## src/rtl/lift2_pkg.sv

```systemverilog
// ============================================================================
// Module : lift2_pkg
// Brief  : Shared types and constants for the lift2 plant responder
// Rev    : 1.0  initial release
// ============================================================================
`default_nettype none

package lift2_pkg;

  typedef enum logic [1:0] {
    ST_IDLE = 2'd0,
    ST_WAIT = 2'd1,
    ST_FIRE = 2'd2
  } state_t;

  // Response patterns, bit n-1 drives sensor x<n>
  localparam logic [13:0] PAT_NONE = 14'h0000;
  localparam logic [13:0] PAT_X2X3 = 14'h0006;
  localparam logic [13:0] PAT_X5   = 14'h0010;
  localparam logic [13:0] PAT_X6   = 14'h0020;
  localparam logic [13:0] PAT_X7   = 14'h0040;
  localparam logic [13:0] PAT_X8   = 14'h0080;
  localparam logic [13:0] PAT_X10  = 14'h0200;
  localparam logic [13:0] PAT_X12  = 14'h0800;
  localparam logic [13:0] PAT_X13  = 14'h1000;

  typedef logic [3:0] entry_t;

  localparam entry_t ENT_NONE    = 4'd0;
  localparam entry_t ENT_TRAVEL2 = 4'd1;
  localparam entry_t ENT_Y14Y15  = 4'd2;
  localparam entry_t ENT_Y2Y3    = 4'd3;
  localparam entry_t ENT_Y2Y4    = 4'd4;
  localparam entry_t ENT_Y5Y7    = 4'd5;
  localparam entry_t ENT_Y6Y8    = 4'd6;
  localparam entry_t ENT_Y11Y13  = 4'd7;
  localparam entry_t ENT_Y1      = 4'd8;
  localparam entry_t ENT_TRAVEL1 = 4'd9;
  localparam entry_t ENT_Y16     = 4'd10;
  localparam entry_t ENT_Y9      = 4'd11;
  localparam entry_t ENT_Y10     = 4'd12;
  localparam entry_t ENT_Y12     = 4'd13;
  localparam entry_t ENT_Y6      = 4'd14;

  // Entries that are acknowledged without producing a response
  localparam logic [15:0] ACK_ONLY_MASK = 16'h4080;

endpackage

`default_nettype wire

```

## src/rtl/lift2_resp_decode.sv

```systemverilog
// ============================================================================
// Module : lift2_resp_decode
// Brief  : Priority decoder from controller command bits to response entry
// Rev    : 1.0  initial release
// ============================================================================
`default_nettype none

module lift2_resp_decode
  import lift2_pkg::*;
(
  input  logic [16:1] y_i,
  output logic        hit_o,
  output logic        ack_only_o,
  output logic [13:0] pattern_o,
  output logic        travel_o,
  output entry_t      entry_o
);

  entry_t      entry_w;
  logic [13:0] pat_w;
  logic        trav_w;

  // First match wins; unlisted bits are don't-care
  always_comb begin
    entry_w = ENT_NONE;
    pat_w   = PAT_NONE;
    trav_w  = 1'b0;
    if (y_i[3] & y_i[4] & y_i[14] & y_i[15]) begin
      entry_w = ENT_TRAVEL2; pat_w = PAT_X12; trav_w = 1'b1;
    end else if (y_i[14] & y_i[15]) begin
      entry_w = ENT_Y14Y15;  pat_w = PAT_X6;
    end else if (y_i[2] & y_i[3]) begin
      entry_w = ENT_Y2Y3;    pat_w = PAT_X5;
    end else if (y_i[2] & y_i[4]) begin
      entry_w = ENT_Y2Y4;    pat_w = PAT_X2X3;
    end else if (y_i[5] & y_i[7]) begin
      entry_w = ENT_Y5Y7;    pat_w = PAT_X6;
    end else if (y_i[6] & y_i[8]) begin
      entry_w = ENT_Y6Y8;    pat_w = PAT_X6;
    end else if (y_i[11] & y_i[13]) begin
      entry_w = ENT_Y11Y13;
    end else if (y_i[1]) begin
      entry_w = ENT_Y1;      pat_w = PAT_X2X3;
    end else if (y_i[3] | y_i[4]) begin
      entry_w = ENT_TRAVEL1; pat_w = PAT_X12; trav_w = 1'b1;
    end else if (y_i[16]) begin
      entry_w = ENT_Y16;     pat_w = PAT_X13;
    end else if (y_i[9]) begin
      entry_w = ENT_Y9;      pat_w = PAT_X7;
    end else if (y_i[10]) begin
      entry_w = ENT_Y10;     pat_w = PAT_X8;
    end else if (y_i[12]) begin
      entry_w = ENT_Y12;     pat_w = PAT_X10;
    end else if (y_i[6]) begin
      entry_w = ENT_Y6;
    end
  end

  assign hit_o      = (entry_w != ENT_NONE);
  assign ack_only_o = ACK_ONLY_MASK[entry_w];
  assign pattern_o  = pat_w;
  assign travel_o   = trav_w;
  assign entry_o    = entry_w;

endmodule

`default_nettype wire

```

## src/rtl/lift2_plant_resp.sv

```systemverilog
// ============================================================================
// Module : lift2_plant_resp
// Brief  : Plant-side responder: delayed one-cycle sensor pulses per command
// Rev    : 1.0  initial release
// ============================================================================
`default_nettype none

module lift2_plant_resp
  import lift2_pkg::*;
#(
  parameter int LAT        = 3,
  parameter int TRAVEL_LAT = 8
) (
  input  logic clk,
  input  logic rst,
  input  logic y1,  input logic y2,  input logic y3,  input logic y4,
  input  logic y5,  input logic y6,  input logic y7,  input logic y8,
  input  logic y9,  input logic y10, input logic y11, input logic y12,
  input  logic y13, input logic y14, input logic y15, input logic y16,
  input  logic call_req,
  input  logic park_req,
  input  logic dir_sel,
  output logic x1,  output logic x2,  output logic x3,  output logic x4,
  output logic x5,  output logic x6,  output logic x7,  output logic x8,
  output logic x9,  output logic x10, output logic x11, output logic x12,
  output logic x13, output logic x14,
  output logic busy,
  output logic err
);

  localparam int MAX_LAT = (LAT > TRAVEL_LAT) ? LAT : TRAVEL_LAT;
  localparam int CW      = $clog2(MAX_LAT + 1);
  localparam logic [CW-1:0] LAT_C    = CW'(LAT);
  localparam logic [CW-1:0] TRAVEL_C = CW'(TRAVEL_LAT);
  localparam logic [CW-1:0] ONE_C    = CW'(1);

  logic [16:1] cmd_w;
  logic        cmd_any_w;
  logic        hit_w;
  logic        ack_w;
  logic [13:0] pat_w;
  logic        travel_w;
  entry_t      entry_w;

  state_t        state_q, state_d;
  logic [CW-1:0] cnt_q, cnt_d;
  logic [13:0]   pat_q, pat_d;
  logic          err_q, err_d;
  logic          call_q, call_d;
  logic          park_q, park_d;
  logic [13:0]   x_q, x_d;
  logic          capture_w;

  assign cmd_w = {y16, y15, y14, y13, y12, y11, y10, y9,
                  y8,  y7,  y6,  y5,  y4,  y3,  y2,  y1};
  assign cmd_any_w = |cmd_w;

  lift2_resp_decode u_decode (
    .y_i        (cmd_w),
    .hit_o      (hit_w),
    .ack_only_o (ack_w),
    .pattern_o  (pat_w),
    .travel_o   (travel_w),
    .entry_o    (entry_w)
  );

  always_comb begin
    state_d   = state_q;
    cnt_d     = cnt_q;
    pat_d     = pat_q;
    err_d     = err_q;
    capture_w = 1'b0;
    case (state_q)
      ST_IDLE: begin
        if (cmd_any_w) begin
          if (!hit_w) begin
            err_d = 1'b1;
          end else begin
            capture_w = 1'b1;
            if (!ack_w) begin
              pat_d   = pat_w;
              cnt_d   = travel_w ? TRAVEL_C : LAT_C;
              state_d = ST_WAIT;
            end
          end
        end
      end
      ST_WAIT: begin
        // Commands arriving while busy are dropped, timing is untouched
        if (cmd_any_w) err_d = 1'b1;
        if (cnt_q == ONE_C) begin
          state_d = ST_FIRE;
        end else begin
          cnt_d = cnt_q - ONE_C;
        end
      end
      ST_FIRE: begin
        if (cmd_any_w) err_d = 1'b1;
        state_d = ST_IDLE;
        cnt_d   = '0;
      end
      default: begin
        state_d = ST_IDLE;
        cnt_d   = '0;
      end
    endcase

    // Set beats clear when both land on the same edge
    call_d = call_req | (call_q & ~(capture_w && (entry_w == ENT_Y1)));
    park_d = park_req | (park_q & ~(capture_w &&
             ((entry_w == ENT_Y6Y8) || (entry_w == ENT_Y6))));

    x_d     = (state_d == ST_FIRE) ? pat_q : PAT_NONE;
    x_d[0]  = call_d;
    x_d[3]  = dir_sel;
    x_d[10] = park_d;
    x_d[8]  = 1'b0;
    x_d[13] = 1'b0;
  end

  always_ff @(posedge clk or negedge rst) begin
    if (!rst) begin
      state_q <= ST_IDLE;
      cnt_q   <= '0;
      pat_q   <= '0;
      err_q   <= 1'b0;
      call_q  <= 1'b0;
      park_q  <= 1'b0;
      x_q     <= '0;
    end else begin
      state_q <= state_d;
      cnt_q   <= cnt_d;
      pat_q   <= pat_d;
      err_q   <= err_d;
      call_q  <= call_d;
      park_q  <= park_d;
      x_q     <= x_d;
    end
  end

  assign {x14, x13, x12, x11, x10, x9, x8, x7, x6, x5, x4, x3, x2, x1} = x_q;
  assign busy = (state_q != ST_IDLE);
  assign err  = err_q;

endmodule

`default_nettype wire
```

## config.mk

```make
export PLATFORM = sky130hd
export DESIGN_NAME = lift2_plant_resp
export DESIGN_NICKNAME = d
export VERILOG_FILES = /design/src/rtl/lift2_pkg.sv /design/src/rtl/lift2_resp_decode.sv /design/src/rtl/lift2_plant_resp.sv
export SDC_FILE = /design/constraint.sdc
export NUM_CORES = 1
export LEC_CHECK = 0
export CAP_MARGIN = 20
export CORE_UTILIZATION = 48
export CTS_CLUSTER_SIZE = 20
export DETAILED_ROUTE_END_ITERATION = 16
export PLACE_DENSITY = 0.78
export SKIP_LAST_GASP = 1
export SYNTH_ARGS = -nofsm -noshare
export SYNTH_HDL_FRONTEND = slang
export SYNTH_SLANG_ARGS = --single-unit
```

## constraint.sdc

```tcl
create_clock -name clk -period 2.3 [get_ports clk]
set_input_delay 0.69 -clock clk [delete_from_list [all_inputs] [get_ports clk]]
set_output_delay 0.69 -clock clk [all_outputs]
set_load 0.01 [all_outputs]
```

==> qor.csv <==
stage,metric,value,unit
timing,Hold Worst Slack,0.478,ns
finish,"Design Area, Final",2380,um2
drt,DRT Wirelength,4.62,mm
clock_network,Sink Count,26,
synth,Post-synth EDFFs,0,
power,peak supply drop,0.439,mV
critical_path,worst endpoint required time,2.57,ns
synth,Post-synth ARST share,1.00,
critical_path,WS Path Type,primary input to register,
outcome,violated checks,"DRC, setup timing",
die,starting density of the core,0.521,
synth,Synth cell types,44,
synth,"Warnings, synthesis",0,
drt,DRT Pass-1 Iters,10,
clock_network,# hold bufs at CTS,0,
synth,Area contributors post-synth,"dfrtp_1 (44%), nand2_1 (5.6%), o21ai_0 (3.7%)",
clock_network,CTS Buffer Depth,2,
global_routing,GRT overflow,0,
power,clock power share,0.166,
critical_path,worst reg2reg startpoint,state_q[1],
die,die area,3300,um2
drt,via-per-instance ratio,5.79,
drt,DR DRC count,3,
global_routing,initial antenna violation count,0,
synth,Synth top cells by count,"dfrtp_1 (26), nand2_1 (22), inv_1 (12)",
finish,fin nets,261,
power,power per cell area,821,nW/um2
finish,Antenna diodes,0,
drt,Final ANT Viol Nets,0,
power,Net Sw Frac,0.398,
drt,Iter 0 DRT Violations,89,
die,FP Rows,19,
critical_path,"Max FO, Critical Path",7,
critical_path,Worst setup startpoint,y1,
placed_design,PortBufs,34,
finish,FILL cells,166,
synth,dominant synthesized flop cell,dfrtp_1,
synth,synthesized instance count,156,
timing,final setup margin,-0.00979,ns
timing,Setup-failing EPs final,2,
power,sequential power share,0.311,
global_routing,vias in the first global route,1582,
synth,post-synthesis sequential area ratio,0.441,
finish,"Area growth, synth to finish",61.2,%
drt,routed vias,1541,
synth,biggest area consumer among synthesized cells,dfrtp_1,
timing,min Tclk post-route,2.31,ns
die,total core area,2830,um2
timing,RSZ-0062 raised after global routing,true,
die,die height,57.4,um
synth,share of the synthesized area in the top cell type,0.441,
clock_network,worst skew pair latency,0.33,ns
critical_path,Critical Path End Type,register,
finish,share of cells above drive strength 1,0.417,
placed_design,dpl cell area,2080,um2
global_routing,gr usage total,0.281,
clock_network,Clock transition at path regs,0.15,ns
min_path,HP Start,err,
power,Leak,0.00111,uW
die,I/O pins,37,
min_path,worst hold path type,register to register,
outcome,status,finished with violations,
timing,Slew Limit Fails,0,
placed_design,HPWL reported at the end of detailed placement,3.05,mm
clock_network,clk root buf,clkbuf_4,
synth,Seq cells post-synth,26,
timing,fin crit share,1.00,
synth,top-count cell post-synth,dfrtp_1,
synth,cell area after synthesis,1480,um2
drt,WL per Instance,17.4,um
critical_path,CP Launch Type,primary input,
clock_network,CTS buffer count,3,
flow_run,max_cap viols,0,
timing,f_max,433,MHz
power,NetSw,777,uW
timing,Final Skew,0.00538,ns
clock_network,CTS tree,done,
power,Int Pwr,1180,uW
clock_network,H-tree Lvls,1,
global_routing,largest net degree at the start of global routing,27,
die,Die Wd,57.4,um
timing,final hold vios,0,
placed_design,Placer Congestion,0.797,
global_routing,first-pass GRT wire length,6.98,mm
power,Combinational Power Share,0.523,
synth,Post-Syn Area per Cell,9.46,um2
critical_path,arrival time of the worst setup path,2.58,ns
## path summary, 6_finish.rpt
path	depth (start not counted)	to	slack (ns)
setup reg to reg	8	x_q[0]	0.29
min in group asynchronous	2	pat_q[5]	0.70
hold reg to reg	1	err	0.48
hold / removal	1	err	0.48
max in group asynchronous	2	x_q[6]	1.34
setup / recovery	8	x_q[12]	-0.01
## cell families (layout without fill, tap and decap cells)
logic type                 count (synthesis)  after routing  synth area share
and+or+nand+nor                           64             64             0.256
AOI/OAI and AO/OA                         40             41             0.186
DFF                                       26             26             0.441
buffers and inverters                     19             96            0.0636
adders and majority gates                  4              4            0.0339
muxes                                      2              2            0.0170
other                                      1              2           0.00254
## routing by layer
layer / share of wire / track usage / vias up
li1: - / - / 714
met1: 0.39 / 0.319 / 744
met2: 0.53 / 0.520 / 67
met3: 0.043 / 0.0317 / 16
met4: 0.038 / 0.136 / 0
met5: 0 / 0 / -
## cell usage in the layout (no fill, tap or decap), drive strengths merged, types with 3 or more instances in the layout
cell type | netlist | layout
and3 | 3 | 3
inv | 12 | 12
clkdlybuf4s50 | 0 | 17
nand2 | 22 | 22
o21ai | 11 | 11
buf | 5 | 49
dlygate4sd2 | 0 | 6
nor3b | 5 | 5
nand2b | 3 | 3
a21oi | 5 | 5
dfrtp | 26 | 26
clkbuf | 2 | 7
nor3 | 9 | 9
a32o | 3 | 3
clkdlybuf4s15 | 0 | 4
nor2 | 5 | 5
ha | 4 | 4
a21o | 3 | 3
nand4 | 3 | 3
## sequential cells by signal (all words and copies together) (netlist names)
signal / cells
x_q: 11
pat_q: 8
cnt_q: 4
state_q: 2
err: 1
## worst max-delay path: stages
cell	delay, ns
buf_6	0.10
or3_4	0.40
nor2_4	0.13
nand2_4	0.08
a211oi_4	0.22
mux2_4	0.37
o32a_4	0.43
nor3b_2	0.17
## power groups by stage
| stage | combinational [uW] | sequential (uW) | clock [uW] |
|---|---|---|---|
| detailed placement | 881 | 616 | 0 |
| finish | 1020 | 607 | 324 |
| floorplan | 613 | 603 | 0 |
| global placement | 839 | 611 | 0 |
| global route | 1100 | 616 | 340 |
| CTS | 967 | 605 | 323 |
## through the flow
| stage | total power, uW | util | setup WS, ns | std cells | setup TNS, ns |
|---|---|---|---|---|---|
| after CTS | 1890 | 0.806 | -0.0167 | 264 | -0.0167 |
| after global placement | 1450 | 0.737 | -0.793 | 250 | -15.67 |
| after detailed placement | 1500 | 0.737 | -0.820 | 250 | -15.87 |
| final | 1950 | 0.840 | -0.00979 | 266 | -0.0118 |
| after floorplan | 1220 | - | -0.217 | 157 | -2.18 |
| after global routing | 2060 | 0.840 | -0.0436 | 266 | -0.155 |
## area by class of cell
cell class | instances | area [um2] | share of cell area
timing repair buffer | 80 | 673 | 0.283
clock inverter | 1 | 30.0 | 0.0126
inverter | 12 | 45.0 | 0.0189
multi-input combinational | 113 | 917 | 0.386
tap | 31 | 38.8 | 0.0163
clock buffer | 3 | 22.5 | 0.00947
sequential | 26 | 651 | 0.274
## what timing repair did
item / 4_1_cts / 5_1_grt
pin swaps: 10 / 17
gates cloned: 1 / 0
resized for setup: 52 / 34
setup buffers: 10 / 3
setup endpoints to repair: 24 / 18
(Power assumes the default switching activity.)
